`src/rtl/maple_pkg.sv`:
```
// maple_pkg: shared state encoding and sizing constants for the Maple Bus receive path
package maple_pkg;
  typedef enum logic [4:0] {
    IDLE    = 5'b00001,
    PHASE_A = 5'b00010,
    PHASE_B = 5'b00100,
    END1    = 5'b01000,
    END2    = 5'b10000
  } state_t;
  localparam int BYTE_W      = 8;
  localparam int TIMEOUT_DEF = 4096;
endpackage

```
`src/rtl/maple_byte_skid.sv`:
```
// maple_byte_skid: pending byte plus AXI-Stream output register with overflow tracking
module maple_byte_skid import maple_pkg::*; (
  input  logic              aclk,
  input  logic              aresetn,
  input  logic [BYTE_W-1:0] data,
  input  logic              push,
  input  logic              finish,
  input  logic              drop,
  input  logic              m_tready,
  output logic [BYTE_W-1:0] m_tdata,
  output logic              m_tvalid,
  output logic              m_tlast,
  output logic              overflow,
  output logic              last_ok
);
  logic [BYTE_W-1:0] pend;
  logic pend_valid, lost, free, move, load;
  assign free    = !m_tvalid || m_tready;
  assign move    = push && pend_valid;
  assign load    = free && (move || (finish && !lost));
  assign last_ok = free && !lost;
  // pending holds the newest byte so the final one can be tagged tlast at frame end
  always_ff @(posedge aclk) begin
    if (!aresetn) begin
      pend       <= '0;
      pend_valid <= 1'b0;
      lost       <= 1'b0;
      overflow   <= 1'b0;
      m_tdata    <= '0;
      m_tvalid   <= 1'b0;
      m_tlast    <= 1'b0;
    end else begin
      pend       <= push ? data : pend;
      pend_valid <= !(finish || drop) && (pend_valid || push);
      lost       <= !(finish || drop) && (lost || (move && !free));
      overflow   <= !free && (move || (finish && !lost));
      if (load) begin
        m_tdata  <= pend;
        m_tlast  <= finish;
        m_tvalid <= 1'b1;
      end else if (m_tready) begin
        m_tvalid <= 1'b0;
      end
    end
  end
endmodule

```
`src/rtl/maple_frame_deserializer.sv`:
```
// maple_frame_deserializer: recovers Maple Bus bits into bytes with end/check/timeout handling
module maple_frame_deserializer import maple_pkg::*; #(
  parameter int TIMEOUT_CYCLES = TIMEOUT_DEF,
  parameter int CNT_W          = 13
) (
  input  logic              aclk,
  input  logic              aresetn,
  input  logic              sdcka,
  input  logic              sdckb,
  input  logic              sdcka_posedge,
  input  logic              sdcka_negedge,
  input  logic              sdckb_posedge,
  input  logic              sdckb_negedge,
  input  logic              start_frame,
  input  logic              start_with_crc,
  output logic [BYTE_W-1:0] m_tdata,
  output logic              m_tvalid,
  input  logic              m_tready,
  output logic              m_tlast,
  output logic              crc_valid,
  output logic              crc_ok,
  output logic              frame_error,
  output logic              overflow
);
  state_t state, state_n;
  logic [BYTE_W-1:0] sr, acc, new_sr;
  logic [2:0] bitcnt;
  logic [CNT_W-1:0] cnt;
  logic byte_seen, crc_en, a_edge, any_edge, b_neg, timeout;
  logic start, shift_en, shift_bit, abort, done, byte_done, last_ok, finish_ok;
  assign a_edge    = sdcka_posedge || sdcka_negedge;
  assign any_edge  = a_edge || sdckb_posedge || sdckb_negedge;
  assign b_neg     = sdckb_negedge && !a_edge;
  assign timeout   = state != IDLE && cnt == CNT_W'(TIMEOUT_CYCLES - 1);
  assign new_sr    = {sr[BYTE_W-2:0], shift_bit};
  assign byte_done = shift_en && bitcnt == 3'd7;
  assign finish_ok = done && byte_seen && last_ok;
  // next state: A-edges win over a simultaneous B-edge, timeout overrides everything
  always_comb begin
    state_n   = state;
    start     = 1'b0;
    shift_en  = 1'b0;
    shift_bit = 1'b0;
    abort     = 1'b0;
    done      = 1'b0;
    case (state)
      IDLE:
        if (start_frame || start_with_crc) begin
          start   = 1'b1;
          state_n = PHASE_A;
        end
      PHASE_A:
        if (sdcka_negedge) begin
          shift_en  = 1'b1;
          shift_bit = sdckb;
          state_n   = PHASE_B;
        end else if (b_neg) begin
          abort   = bitcnt != 3'd0;
          state_n = bitcnt == 3'd0 ? END1 : IDLE;
        end
      PHASE_B:
        if (b_neg) begin
          shift_en  = 1'b1;
          shift_bit = sdcka;
          state_n   = PHASE_A;
        end
      END1:
        if (sdcka_negedge) begin
          abort   = 1'b1;
          state_n = IDLE;
        end else if (b_neg) begin
          state_n = END2;
        end
      END2:
        if (sdcka_negedge || b_neg) begin
          abort   = 1'b1;
          state_n = IDLE;
        end else if (sdcka_posedge) begin
          done    = 1'b1;
          state_n = IDLE;
        end
      default: state_n = IDLE;
    endcase
    if (timeout) begin
      state_n  = IDLE;
      abort    = 1'b1;
      shift_en = 1'b0;
      done     = 1'b0;
    end
  end
  // frame state, bit packing, check accumulator, idle timer and status strobes
  always_ff @(posedge aclk) begin
    if (!aresetn) begin
      state       <= IDLE;
      sr          <= '0;
      bitcnt      <= '0;
      byte_seen   <= 1'b0;
      crc_en      <= 1'b0;
      acc         <= '0;
      cnt         <= '0;
      frame_error <= 1'b0;
      crc_valid   <= 1'b0;
      crc_ok      <= 1'b0;
    end else begin
      state       <= state_n;
      sr          <= shift_en ? new_sr : sr;
      bitcnt      <= start ? 3'd0 : bitcnt + 3'(shift_en);
      byte_seen   <= !start && (byte_seen || byte_done);
      crc_en      <= start ? start_with_crc : crc_en;
      acc         <= start ? '0 : byte_done ? acc ^ new_sr : acc;
      cnt         <= (state == IDLE || any_edge) ? '0 : cnt + 1'b1;
      frame_error <= abort || (done && !finish_ok);
      crc_valid   <= finish_ok && crc_en;
      crc_ok      <= finish_ok && crc_en && acc == '0;
    end
  end
  maple_byte_skid u_skid (
    .aclk     (aclk),
    .aresetn  (aresetn),
    .data     (new_sr),
    .push     (byte_done),
    .finish   (done && byte_seen),
    .drop     (abort),
    .m_tready (m_tready),
    .m_tdata  (m_tdata),
    .m_tvalid (m_tvalid),
    .m_tlast  (m_tlast),
    .overflow (overflow),
    .last_ok  (last_ok)
  );
endmodule

```
`config.mk`:
```
export PLATFORM = sky130hd
export DESIGN_NAME = maple_frame_deserializer
export DESIGN_NICKNAME = d
export VERILOG_FILES = /design/src/rtl/maple_pkg.sv /design/src/rtl/maple_byte_skid.sv /design/src/rtl/maple_frame_deserializer.sv
export SDC_FILE = /design/constraint.sdc
export NUM_CORES = 1
export LEC_CHECK = 0
export BUFFER_PORTS_ARGS = -buffer_cell sky130_fd_sc_hd__buf_2
export CORE_MARGIN = 4
export CORE_UTILIZATION = 59
export DETAILED_ROUTE_END_ITERATION = 8
export MAX_ROUTING_LAYER = met4
export PLACE_DENSITY = 0.79
export SLEW_MARGIN = 20
export SYNTH_ARGS = -nofsm -noshare
export SYNTH_HDL_FRONTEND = slang
export SYNTH_SLANG_ARGS = --single-unit
```
`constraint.sdc`:
```
create_clock -name aclk -period 2.6 [get_ports aclk]
set_clock_uncertainty 0.1 [all_clocks]
set_input_delay 0.52 -clock aclk [delete_from_list [all_inputs] [get_ports aclk]]
set_output_delay 0.52 -clock aclk [all_outputs]
set_load 0.1 [all_outputs]
```
# After elaboration in Yosys (flattened, before gate mapping)
# Index checks and enable logic that the tools add are counted.
classes:
  add_sub_neg: 2
  n_eq_ne: 13
  mux: 30
  n_bitwise: 2
  reduce_logical: 45
op_table:
  columns: ["operator", "n"]
  rows:
  - ["two-way mux 5 bit", 8]
  - ["one-hot mux 5 bit (5 select lines)", 1]
  - ["logical AND 1 bit", 17]
  - ["two-way mux 1 bit", 17]
  - ["adder 13 x 1 -> 13 bit (second input constant)", 1]
  - ["equality test 13 x 12 -> 1 bit (second input constant)", 1]
  - ["logical OR 1 bit", 13]
  - ["inequality test 3 bit (second input constant)", 3]
  - ["logical NOT 8 bit", 1]
  - ["bitwise XOR 8 bit", 1]
  - ["logical NOT 1 bit", 7]
  - ["OR reduction 2 bit", 3]
  - ["equality test 5 x 1 -> 1 bit (second input constant)", 1]
  - ["equality test 5 x 2 -> 1 bit (second input constant)", 1]
  - ["equality test 5 x 3 -> 1 bit (second input constant)", 1]
  - ["equality test 5 x 4 -> 1 bit (second input constant)", 1]
  - ["equality test 5 bit (second input constant)", 1]
  - ["inequality test 5 x 1 -> 1 bit (second input constant)", 1]
  - ["AND reduction 5 bit", 1]
  - ["two-way mux 4 bit", 1]
  - ["inequality test 2 bit (second input constant)", 2]
  - ["one-hot mux 1 bit (2 select lines)", 2]
  - ["adder 3 x 1 -> 3 bit", 1]
  - ["equality test 3 bit (second input constant)", 1]
  - ["5 further kinds", 5]
totals:
  reg_bits: 62
  in_bits: 11
  output_inout_bits: 14
  elab_cells: 109

# Depth between registers and ports, before layout
# Gate-level depths: netlist of run 1.
logic_depth:
  ltp_word: 12
  mapped_depth: 10
  depth_no_buf: 8

# Modules after synthesis
# From an unflattened synthesis of run 1, not the netlist that was laid out.
unflattened:
  cells_unflattened: 307
  area_unflattened_um2: 2800.2
by_module_without_submodules:
  columns: ["mod", "instances", "cells_each", "area_per_inst_um2", "seq_area_each_um2"]
  rows:
  - ["maple_frame_deserializer", 1, 226, 1975.6, 820.8]
  - ["maple_byte_skid", 1, 81, 824.5, 420.4]

# Worst setup path before layout of run 1
# OpenSTA, ideal clock, no wires.
synth_timing:
  kind: "input to register"
  startpoint: "input port sdcka_posedge"
  endpoint: "register bitcnt[1]"
  setup_ns: 0.115
  arrival_ns: 2.143
  required_time_ns: 2.385
  setup_slack_ns: 0.242
  cell_stages: 7
  cell_sequence: "or3b_1 > or3_4 > a22oi_1 > buf_4 > ha_1 > ha_1 > and2_1"
synth_between:
  elab_chain_cells: 7
synth_rtl:
  columns: ["element", "line_no", "text"]
  rows:
  - ["from (decl)", "maple_frame_deserializer.sv:10", "input logic sdcka_posedge,"]
  - ["logical OR 1 bit", "maple_frame_deserializer.sv:31", "assign a_edge = sdcka_posedge || sdcka_negedge;"]
  - ["logical NOT 1 bit", "maple_frame_deserializer.sv:33", "assign b_neg = sdckb_negedge && !a_edge;"]
  - ["logical AND 1 bit", "maple_frame_deserializer.sv:33", null]
  - ["two-way mux 1 bit", "maple_frame_deserializer.sv:62", "if (b_neg) begin"]
  - ["one-hot mux 1 bit (2 select lines)", "maple_frame_deserializer.sv:46", "case (state)"]
  - ["two-way mux 1 bit", "maple_frame_deserializer.sv:84", "if (timeout) begin"]
  - ["named net shift_en", "maple_frame_deserializer.sv:30", "logic start, shift_en, shift_bit, abort, done, byte_done, last_ok, finish_ok;"]
  - ["adder 3 x 1 -> 3 bit", "maple_frame_deserializer.sv:107", "bitcnt <= start ? 3'd0 : bitcnt + 3'(shift_en);"]
  - ["to (signal assigned)", "maple_frame_deserializer.sv:107", null]
  - ["to (decl)", "maple_frame_deserializer.sv:27", "logic [2:0] bitcnt;"]
# The timed path passes the listed nets, and every way through them passes these cells.
# A chain may end at the register's enable or synchronous reset.

# Worst setup path after layout of run 1
layout_timing:
  startpoint: "register state[2]"
  endpoint: "register bitcnt[1]"
layout_between:
  elab_chain_cells: 4
  word_cells_on_any_way: 10
  cone_classes: "add/sub (1); eq/ne (4); mux (3); reduce/logical (2)"
layout_rtl:
  columns: ["element", "line_no", "text"]
  rows:
  - ["from (decl)", "maple_frame_deserializer.sv:25", "state_t state, state_n;"]
  - ["from (signal assigned)", "maple_frame_deserializer.sv:105", "state <= state_n;"]
  - ["equality test 5 x 3 -> 1 bit (tied with other cells)", "maple_frame_deserializer.sv:46", null]
  - ["one-hot mux 1 bit (2 select lines) or logical AND 1 bit (tied branches)", "maple_frame_deserializer.sv:46, maple_frame_deserializer.sv:34", null]
  - ["two-way mux 1 bit", "maple_frame_deserializer.sv:84", null]
  - ["adder 3 x 1 -> 3 bit", "maple_frame_deserializer.sv:107", null]
# Several ways; a longest one is shown, not always the timed one.

==> flow_results.org, run 1 <==
** Run status
- The run finished with clean final reports.

** Synth
- The synthesized design contains 0 enable-type register cells.
- Most used flip-flop cell after synthesis :: sky130_fd_sc_hd__dfxtp_1
- Number of synthesized register bits :: 62
- Of the synthesized area, sequential elements account for 0.4349.
- The mapped netlist covers 2854 um^2.
- A synthesized cell averages 9.147 um^2.
- In the synthesized netlist, the number of instances is 312.
- Async SR Flop Fraction :: 0
- The number of nets in the synthesized netlist is 326.
- Number of warning messages in the yosys log :: 0
- Yosys mapped the design onto 51 distinct sky130hd cell types.

** Power
- Summing internal, switching and leakage power gives 2.320 mW.
- Of the total power, the clock network draws 0.363.
- Of the total power, combinational logic draws 0.193.
- Net switching fraction of the power :: 0.2923
- IR analysis of the VDD net gives a maximum drop of 506.2 uV.
- For this design the static power due to leakage is 1.233 nW.
- Power per cell area :: 722.1 nW/um^2
- Portion of total power attributed to sequential cells :: 0.444
- In this run the power spent charging and discharging nets is 678.3 uW.
- Internal power comes to 1.642 mW.

** Routing
- Starting DRT DRC Count :: 193
- Number of routed nets with antenna violations :: 0
- Across all layers, the routed design uses 2279 vias.
- After detailed routing, the number of remaining DRC violations is 0.
- First-pass iteration count of the detailed router :: 4
- Using the TritonRoute via totals, the vias-per-cell ratio works out to 5.698.
- Average wire per standard cell :: 14.05 um
- For this block, the routed nets add up to 5618 um of wire.

** Job
- Max-cap violations in this run came to 0.

** Clocking
- Clock latency at the later pin of the worst-skew pair :: 330 ps
- Clock tree from TritonCTS :: done
- Maximum level of the CTS H-tree :: 3
- The clock passes through at most 2 buffers.
- Clock-pin slew was measured on the worst setup and hold paths at 70 ps.
- The tree is rooted in a sky130_fd_sc_hd__clkbuf_8.
- Post-CTS timing repair inserted 0 buffers for setup.
- The number of hold buffers added after CTS was 0.
- Post-CTS repair changed the size of 0 cells.
- Clock buffer count from CTS :: 9
- Count of clock tree sinks :: 62

** Cells and area
- The multi-input combinational cells in the finished layout cover a total of 1503 um^2.
- Across the whole layout, storage elements account for 1241 um^2.
- Antenna cell count :: 0
- Fin nets :: 355
- The area growth from synthesis to layout is 12.58%.
- Fillers :: 389
- Share of cells above drive strength 1 :: 0.1879

** Placement
- Routability-driven placement finished with a final weighted congestion of 0.9049.
- During placement, the flow inserted port buffers numbering 24.
- Final HPWL from detailed placement :: 4060 um

** Global routing
- For this run the aggregate overflow at the end of global routing stands at 0.
- Number of antenna violations at the first check in global routing :: 0
- The via count of the first global-routing pass came to 2143.
- First-pass GRT wire length :: 9742 um
- All-layer global routing usage :: 0.2086
- Pin count of the biggest net entering global routing :: 22

** Floorplan
- In this run the vertical extent of the chip is 77.55 um.
- The floorplan has 25 rows.
- For this design the top-level I/O count stands at 25.
- The die covers 6014 um^2.
- Starting utilization of the core area :: 0.6083
- From left edge to right edge, the die measures 77.55 um.
- After floorplanning, the core was sized to cover 4692 um^2.

** Critical path
- STA puts the critical path data required time at 2730 ps.
- STA classifies the critical path endpoint as a flip-flop.
- For the worst setup path, the data arrival time is 2340 ps.
- The worst setup path is of the reg -> reg kind.
- Along the worst path, the maximum fanout reaches 7.
- STA classifies the critical path startpoint as a flip-flop.

** Timing
- The number of failing hold endpoints at the final stage was 0.
- For this run, the top clock speed supported by timing is 0.4520 GHz.
- RSZ-0062 raised after global routing :: no
- Setup violators final :: 0
- Slew HR :: 0.3550
- In the finished design, the share of the clock period the worst path needs comes to 0.8510.
- Post-layout minimum cycle time :: 2213 ps
- Adding up every negative setup slack in the final design gives 0 ps.
- For the pin with the worst max-slew slack, the measured transition is 963.9 ps.
- The final max-slew violation count came to 0.

** Worst hold path
- The min-delay analysis places its worst path in the category reg -> reg.
cells by family (layout without fill, tap and decap cells):
group | Yosys count | in the layout | synth area share
xor gates and xnor gates | 12 | 12 | 0.03683
and+or+nand+nor | 142 | 142 | 0.2801
AOI/OAI and AO/OA | 50 | 50 | 0.1087
muxes | 25 | 25 | 0.08768
buffers and inverters | 18 | 52 | 0.03857
adders and majority gates | 3 | 3 | 0.01315
DFF | 62 | 62 | 0.4349
area by class of cell:
class / instances / area share
multi-input combinational: 232 / 0.4677
clock inverter: 5 / 0.01791
timing repair buffer: 34 / 0.06075
clock buffer: 11 / 0.04400
inverter: 2 / 0.002336
sequential: 62 / 0.3863
tap: 54 / 0.02103
state kept, by name (all words and copies together) (netlist names), 3 cells and up:
register        flops
cnt                13
state               5
acc                 8
u_skid.pend         8
bitcnt              3
u_skid.m_tdata      8
sr                  7
Yosys cell counts (all sizes together) (7+ instances only):
cell    instances  area, um^2
o21ai          15       75.07
nor3           11       60.06
dfxtp          62        1241
or3             7       48.80
nand3          13       100.1
buf            10       80.07
nor2           27       101.4
a21oi          17       85.08
mux2i          25       250.2
nand2b         15       93.84
nand2          33       126.4
xor2            7       61.31
per-layer routing:
layer	routed length (um)	vias up	part of all wire	global-route usage
met2	2522	65	0.45	0.3135
met1	2683	1037	0.48	0.2652
met5	0	-	0	-
met4	82	0	0.015	0.09964
met3	330	7	0.059	0.04872
li1	-	1170	-	-
stage by stage:
| step | instances | setup slack [ps] | cell area, um^2 | hold WS [ps] | utilization |
|---|---|---|---|---|---|
| finish | 400 | 387.5 | 3213 | 352.9 | 0.6848 |
| global placement | 384 | 173.1 | 3014 | 339.1 | 0.6424 |
| global route | 400 | 175.7 | 3213 | 370.4 | 0.6848 |
| CTS | 400 | 375.3 | 3213 | 355.7 | 0.6848 |
| floorplan | 312 | 241.9 | 2854 | 334.7 | - |
| detailed placement | 384 | 140.6 | 3014 | 346.3 | 0.6424 |
worst paths after layout:
check | slack, ps | end | cells past startpoint | from
worst max register to register | 390 | bitcnt[1] | 6 | state[2]
worst max-delay path | 390 | bitcnt[1] | 6 | state[2]
worst min-delay path | 350 | u_skid.m_tdata[2] | 2 | u_skid.pend[2]
worst min register to register | 350 | u_skid.m_tdata[2] | 2 | u_skid.pend[2]
critical path: stages, from the launching register on:
cell and delay [ps]:
sky130_fd_sc_hd__dfxtp_1 440, sky130_fd_sc_hd__or3b_4 450, sky130_fd_sc_hd__or3_4 350, sky130_fd_sc_hd__a22oi_1 220, sky130_fd_sc_hd__ha_1 200, sky130_fd_sc_hd__ha_1 220
sky130_fd_sc_hd__and2_1 130
layout by cell type, fill, tap and decap left out, types with 3 or more instances in the layout:
cell type	synthesis	routed
sky130_fd_sc_hd__dfxtp_1	62	62
sky130_fd_sc_hd__nand2_1	32	32
sky130_fd_sc_hd__nor2_1	27	27
sky130_fd_sc_hd__mux2i_1	25	25
sky130_fd_sc_hd__buf_2	4	24
sky130_fd_sc_hd__a21oi_1	17	17
sky130_fd_sc_hd__nand2b_1	15	15
sky130_fd_sc_hd__o21ai_0	15	15
sky130_fd_sc_hd__nor3_1	10	10
sky130_fd_sc_hd__clkbuf_8	0	10
sky130_fd_sc_hd__buf_4	2	10
sky130_fd_sc_hd__nand3_2	7	7
sky130_fd_sc_hd__xor2_1	7	7
sky130_fd_sc_hd__or3_1	6	6
sky130_fd_sc_hd__and3_1	6	6
sky130_fd_sc_hd__nand3_1	6	6
sky130_fd_sc_hd__xnor2_1	5	5
sky130_fd_sc_hd__and2_1	4	4
sky130_fd_sc_hd__nor4_1	4	4
sky130_fd_sc_hd__and4_1	3	3
sky130_fd_sc_hd__nor3b_1	3	3
sky130_fd_sc_hd__or4_1	3	3
sky130_fd_sc_hd__ha_1	3	3
power groups by stage:
| stage | clock, mW | sequential, mW | combinational (mW) |
|---|---|---|---|
| 6_report | 0.842 | 1.03 | 0.449 |
| 5_1_grt | 0.899 | 1.04 | 0.500 |
| 4_1_cts | 0.857 | 1.03 | 0.448 |
| 3_5_place_dp | 0 | 1.05 | 0.443 |
| 3_3_place_gp | 0 | 1.05 | 0.436 |
| 2_1_floorplan | 0 | 1.02 | 0.415 |
Power figures use the tool's default switching activity.
==> run 2, diff against run 1 <==
BUFFER_PORTS_ARGS = -buffer_cell sky130_fd_sc_hd__clkbuf_2   (was -buffer_cell sky130_fd_sc_hd__buf_2)
CORE_ASPECT_RATIO = 0.75   (was unset)
==> run 2 against run 1 <==
Sequential share of layout area fell by 0.75 points. Combinational power down 3%. Worst hold slack better by 1.8 ps. Wire length increased by 4.5%. Clock power is 24% higher. Setup slack lost 130 ps. Global-route usage increased by 1.6 points. Maximum frequency shrank 5.4%. Critical path depth stayed put. Register-to-register slack got worse by 130 ps. Sequential power about the same. Via count down 0.22%. Critical path type unchanged. Largest cell class unchanged. Largest power group unchanged.
==> flow_results.org, run 2 (same netlist as run 1, synthesis figures left out) <==
** Cells and area
- Counting flops per register, the top entry is cnt.
- The final core utilization was 0.7167 (+0.03195).
- The share of post-route cells with drive strength above 1 was 0.1902 (+0.002340).
- Relative to the synthesized area, the layout overhead comes to 14.82%.
- Flip-flop count of the largest register after layout :: 13 (unchanged)
- The net count reported at finish was 356 (+0.28%).
- The number of antenna diodes came to 0 (unchanged).
- Leaving out fill and tap cells, the most frequent cell in the layout is sky130_fd_sc_hd__dfxtp_1.
- The top cell types in the final layout, fill and taps aside, are 62 x sky130_fd_sc_hd__dfxtp_1, 32 x sky130_fd_sc_hd__nand2_1, 26 x sky130_fd_sc_hd__nor2_1.
- The final instance count without filler cells is 404 (+1.0%).

** Clocking
- The tree is rooted in a sky130_fd_sc_hd__clkbuf_8.
- Hold-fix buffer count after cts :: 0 (unchanged)
- The number of buffers inserted to repair setup after CTS is 0 (unchanged).
- The clock-pin slew on the worst setup and hold paths is 70 ps (about the same).
- Clock latency at the later pin of the worst-skew pair :: 330 ps (about the same)
- Count of cells resized by post-cts repair :: 0 (unchanged)
- Clock tree from TritonCTS :: done
- Count of clock tree sinks :: 62 (unchanged)
- The total clock buffers created by CTS is 9 (unchanged).
- Maximum level of the CTS H-tree :: 3 (unchanged)
- The deepest clock path buffer count is 2 (unchanged).

** Critical path
- Critical Path Fanout Max :: 8 (+1)
- The largest individual stage delay along the critical path comes from the cell sky130_fd_sc_hd__dfxtp_1.
- The worst register-to-register path ends at bitcnt[1].
- CP required :: 2730 ps (about the same)
- STA classifies the critical path endpoint as a flip-flop.
- The register-to-register setup slack was 260 ps (-130 ps).
- Cell depth of the worst flop-to-flop path :: 6 (unchanged)
- Data arrival time of the critical path :: 2470 ps (+130 ps)
- The most numerous cell type found on the critical path is sky130_fd_sc_hd__ha_1.
- In this run the critical register-to-register path is launched from state[2].
- STA classifies the critical path startpoint as a flip-flop.
- The maximum cell stage delay along the critical path came to 510 ps (+60 ps).
- Cell-by-cell listing of the critical path :: or3b_4 > or3_4 > a22oi_1 > ha_1 > ha_1 > and2_1
- The worst setup path is of the reg -> reg kind.

** Routing
- The first-pass iteration count of the detailed router came to 4 (unchanged).
- Starting DRT DRC Count :: 148 (-23%)
- The number of vias in the routed layout was 2274 (-0.22%).
- The remaining design rule violation count is 0 (unchanged).
- The average wire per standard cell came to 14.53 um (+3.5%).
- Final Routed Wirelength :: 5872 um (+4.5%)
- Drt via density :: 5.629 (-1.2%)
- Number of routed nets with antenna violations :: 0 (unchanged)

** Worst hold path
- The worst hold path terminates at crc_en.
- The tightest min-delay check is of the in -> reg type.
- Hold path startpoint :: start_with_crc
- The number of instances on the worst hold path was 3 (+1).

** Timing
- RSZ-0062 raised after global routing :: no
- Slew HR :: 0.5098 (+0.1549)
- Fin. max-slew vios :: 0 (unchanged)
- The time the worst path needs with I/O delays and setup came to 2339 ps (+126.4 ps).
- Number of hold violations in the final report :: 0 (unchanged)
- The transition at the pin with the smallest max-transition slack is 725.7 ps (-238.2 ps).
- Setup violators final :: 0 (unchanged)
- The worst setup slack after layout was 261.1 ps (-126.4 ps).
- The final clock period utilization by the worst path was 0.8996 (+0.04860).
- Setup tns final :: 0 ps (unchanged)
- The maximum clock frequency was 0.4276 GHz (-5.4%).

** Global routing
- Number of antenna violations at the first check in global routing :: 0 (unchanged)
- The total congestion overflow after global routing came to 0 (unchanged).
- First-pass GRT wire length :: 9949 um (+2.1%)
- Pin count of the biggest net entering global routing :: 22 (unchanged)
- Vias in the first global route :: 2077 (-3.1%)
- The overall routing resource usage is 0.2242 (+0.01567).

** Floorplan
- The initial core utilization came to 0.6242 (+0.01598).
- The top-level I/O count came to 25 (unchanged).
- The number of placement rows was 21 (-16%).
- The y dimension of the die was 68.23 um (-12%).
- The core area was 4572 um^2 (-2.6%).
- Total die area :: 6025 um^2 (+0.19%)
- X dimension of the die :: 88.31 um (+14%)

** Placement
- Final HPWL from detailed placement :: 4085 um (+0.61%)
- Final weighted congestion in routability-driven placement :: 0.9343 (+3.2%)
- Placement Setup Slack :: 86.76 ps (-53.87 ps)
- I/O Buffers :: 24 (unchanged)
- The count of placed standard cells including taps is 388 (+1.0%).

** Power
- The total power was 2.521 mW (+8.7%).
- The cell leakage power came to 1.247 nW (+1.1%).
- The power per unit of standard cell area came to 769.4 nW/um^2 (+6.6%).
- Largest vdd supply drop :: 472.6 uV (-6.6%)

** Job
- Maxcap violations :: 0 (unchanged)

** Run status
- Result of the run :: finished clean
## run 2: changes by cell type in the layout (fill, tap and decap cells not counted), moves of 2 or more
cell / previous run / this run
sky130_fd_sc_hd__clkbuf_2: 0 / 24
sky130_fd_sc_hd__bufinv_16: 1 / 3
sky130_fd_sc_hd__clkinv_2: 2 / 0
sky130_fd_sc_hd__buf_2: 24 / 0
## run 2: per-stage QoR
| step | area, um^2 | hold WS [ps] |
|---|---|---|
| after floorplan | 2854 | 334.7 |
| after global placement | 3025 | 341.4 |
| after detailed placement | 3025 | 347.2 |
| after CTS | 3274 | 351.8 |
| after global routing | 3277 | 374.2 |
| final | 3277 | 354.7 |
## run 2: final cells by class
cell class	instances	area, um^2
clock buffers	13	158.9
flip-flops and latches	62	1241
fillers	351	1295
inverters	2	7.507
repair buffers	35	202.7
clock inverters	3	90.09
well taps	57	71.32
multi-input cells	232	1505
## run 2: routing by layer
| metal | GRT usage | routed length, um | share of wire |
|---|---|---|---|
| met4 | 0.06792 | 39 | 0.0066 |
| met3 | 0.06017 | 374 | 0.064 |
| met2 | 0.3246 | 2595 | 0.44 |
| met5 | - | 0 | 0 |
| met1 | 0.3069 | 2863 | 0.49 |
## run 2: worst max-delay path by stage
stage | start | to | slack [ps]
after floorplan | sdcka_posedge | bitcnt[1] | 240
after CTS | state[2] | bitcnt[1] | 250
final | state[2] | bitcnt[1] | 260
after global placement | sdcka_posedge | bitcnt[1] | 130
after detailed placement | sdcka_posedge | bitcnt[1] | 90
after global routing | cnt[0] | bitcnt[2] | 160
## run 2: power breakdown
group          internal [mW]  total, mW  switching, mW  leakage, nW
clock                  0.690       1.04          0.354        0.124
sequential             0.981       1.04         0.0612        0.500
combinational          0.182      0.434          0.252        0.623
## run 2: worst max-delay path: cells and delay by family, from the launching register on
family | cells | cell delay (ps)
and+or+nand+nor | 3 | 950
DFF | 1 | 510
adders and majority gates | 2 | 430
AOI/OAI and AO/OA | 1 | 260
==> run 3, diff against run 2 <==
CORE_UTILIZATION = 50   (was 59)
PLACE_DENSITY = 0.69   (was 0.79)
==> run 3 against run 2 <==
First-iteration DRC count is 2.7% lower. Power is 0.56% higher. Maximum frequency is 3.5% higher. Critical path type unchanged. Clock power hardly changed. Non-clock buffer count is 1 lower. Sequential share of layout area is 0.23 points lower. Count of clock-buffer cells in the layout stayed put.
==> flow_results.org, run 3 (same netlist as run 1, synthesis figures left out) <==
** Global routing
- The number of antenna violations at the first check in global routing came to 0 (unchanged).
- Vias in the first global route :: 2122 (+2.2%)
- The total congestion overflow after global routing came to 0 (unchanged).
- All-layer global routing usage :: 0.1943 (-0.02995)
- The maximum number of pins on one net before global-route repair was 22 (unchanged).
- The global-route wire length before repair came to 10110 um (+1.6%).

** Clocking
- Count of cells resized by post-cts repair :: 0 (unchanged)
- Maximum level of the CTS H-tree :: 3 (unchanged)
- The total of hold buffers inserted after clock tree synthesis was 0 (unchanged).
- Clock buffer count from CTS :: 9 (unchanged)
- Clock latency at the later pin of the worst-skew pair :: 340 ps (about the same)
- Count of clock tree sinks :: 62 (unchanged)
- Cell at the root of the clock tree :: sky130_fd_sc_hd__clkbuf_8
- Maximum root-to-sink buffer count :: 2 (unchanged)
- TritonCTS built the clock tree.
- Clock-pin slew of the registers on the worst-case setup and hold paths :: 70 ps (about the same)
- Post-CTS setup repair buffer count :: 0 (unchanged)

** Cells and area
- Fin nets :: 355 (-0.28%)
- The final core utilization came to 0.6062 (-0.1106).
- Top library cells by usage in the layout, fill and taps aside :: 62 x sky130_fd_sc_hd__dfxtp_1, 32 x sky130_fd_sc_hd__nand2_1, 26 x sky130_fd_sc_hd__nor2_1
- cnt holds more flip-flops than any other register.
- Synth-to-Final Area Change :: 15.52%
- The number of antenna diodes was 0 (unchanged).
- The flip-flop count of the largest register after layout was 13 (unchanged).
- Most common cell after layout, fill and taps aside :: sky130_fd_sc_hd__dfxtp_1
- The share of post-route cells with drive strength above 1 is 0.1908 (+0.0005497).

** Power
- The switching power summed over all nets was 674.1 uW (+0.93%).
- Largest vdd supply drop :: 439.6 uV (-7.0%)
- Portion of total power attributed to sequential cells :: 0.408 (-0.005)
- Net switching fraction of the power :: 0.2658 (+0.0009624)
- The cell leakage power is 1.244 nW (-0.23%).
- Fraction of power consumed by the clock network :: 0.414 (about the same)
- Power per cell area :: 769.1 nW/um^2 (about the same)
- Portion of total power attributed to combinational logic :: 0.178 (+0.006)
- The internal cell power is 1.861 mW (+0.43%).

** Timing
- The number of failing hold endpoints at the final stage came to 0 (unchanged).
- The transition at the pin with the smallest max-transition slack is 754.2 ps (+28.46 ps).
- Maximum clock frequency :: 0.4424 GHz (+3.5%)
- Post-layout minimum cycle time :: 2260 ps (-78.72 ps)
- The final max-slew violation count is 0 (unchanged).
- Part of the cycle the worst path needs :: 0.8693 (-0.03028)
- The setup TNS was 0 ps (unchanged).
- Setup repair after global routing left no endpoint under its margin.
- The total of endpoints with negative setup slack in the final report was 0 (unchanged).
- Slew HR :: 0.4906 (-0.01922)

** Floorplan
- Die height :: 73.43 um (+7.6%)
- X dimension of the die :: 95.24 um (+7.8%)
- The number of placement rows came to 23 (+9.5%).
- The core area came to 5439 um^2 (+19%).
- The initial core utilization was 0.5247 (-0.09952).
- The total die area was 6993 um^2 (+16%).
- The top-level I/O count came to 25 (unchanged).

** Routing
- Number of routed nets with antenna violations :: 0 (unchanged)
- The number of vias in the routed layout was 2306 (+1.4%).
- The remaining design rule violation count was 0 (unchanged).
- The first-pass iteration count of the detailed router is 4 (unchanged).
- Final Routed Wirelength :: 5966 um (+1.6%)
- The average wire per standard cell came to 14.17 um (-2.5%).
- Drt via density :: 5.477 (-2.7%)
- Starting DRT DRC Count :: 144 (-2.7%)

** Critical path
- The worst setup path is launched from a flip-flop.
- The worst setup path is of the reg -> reg kind.
- The most critical setup path has its startpoint at state[2].
- Start of the worst register-to-register path :: state[2]
- Data arrival time of the critical path :: 2390 ps (-80 ps)
- CP required :: 2730 ps (about the same)
- The highest net fanout along the worst path was 9 (+1).
- The worst setup path is captured at a flip-flop.

** Worst hold path
- Class of the tightest hold or removal check :: reg -> reg
- The worst hold path begins at u_skid.m_tdata[3].

** Run status
- The run finished with clean final reports.

** Placement
- I/O Buffers :: 24 (unchanged)
- Final weighted congestion in routability-driven placement :: 0.9379 (+0.39%)
- Final HPWL from detailed placement :: 4275 um (+4.7%)

** Job
- The total of max-cap violations is 0 (unchanged).
-- run 3: path summary, 6_finish.rpt --
kind                  endpoint  slack (ps)  cells past startpoint
min          u_skid.m_tdata[3]         360                      2
max                  bitcnt[1]         340                      6
max reg2reg          bitcnt[1]         340                      6
min reg2reg  u_skid.m_tdata[3]         360                      2
-- run 3: worst max-delay path, cell delays in order (launching register included) --
cell	delay, ps
sky130_fd_sc_hd__dfxtp_1	500
sky130_fd_sc_hd__or3b_4	460
sky130_fd_sc_hd__or3_4	350
sky130_fd_sc_hd__a22oi_1	220
sky130_fd_sc_hd__ha_1	190
sky130_fd_sc_hd__ha_1	220
sky130_fd_sc_hd__and2_1	130
-- run 3: power by group through the flow --
stage | Clock, mW | Sequential [mW] | Combinational, mW
CTS | 1.07 | 1.03 | 0.448
floorplan | 0 | 1.02 | 0.415
detailed placement | 0 | 1.05 | 0.441
finish | 1.05 | 1.03 | 0.451
global placement | 0 | 1.05 | 0.441
global route | 1.12 | 1.04 | 0.506
-- run 3: metrics by stage --
stage	setup WS (ps)	cells	instance area (um^2)	hold WS, ps	power, mW
after CTS	341.2	421	3294	355.9	2.553
after global placement	171.9	405	3045	342.2	1.494
after global routing	237.0	421	3297	368.6	2.666
final	339.8	421	3297	355.2	2.536
after detailed placement	143.0	405	3045	346.4	1.494
after floorplan	241.9	312	2854	334.7	1.433
-- run 3: final cells by class --
cell class | instances | area (um^2)
tap | 75 | 93.84
inverter | 2 | 7.507
timing repair buffer | 34 | 195.2
fill | 480 | 2142
multi-input combinational | 232 | 1510
sequential | 62 | 1241
clock inverter | 3 | 90.09
clock buffer | 13 | 158.9
-- run 3: per-layer routing --
metal	track usage	routed length, um	up-vias	share of wire
met5	-	0	-	0
met4	0.06400	59	0	0.0099
met3	0.06960	387	6	0.065
met2	0.2715	2639	70	0.44
met1	0.2600	2880	1069	0.48
li1	-	-	1161	-
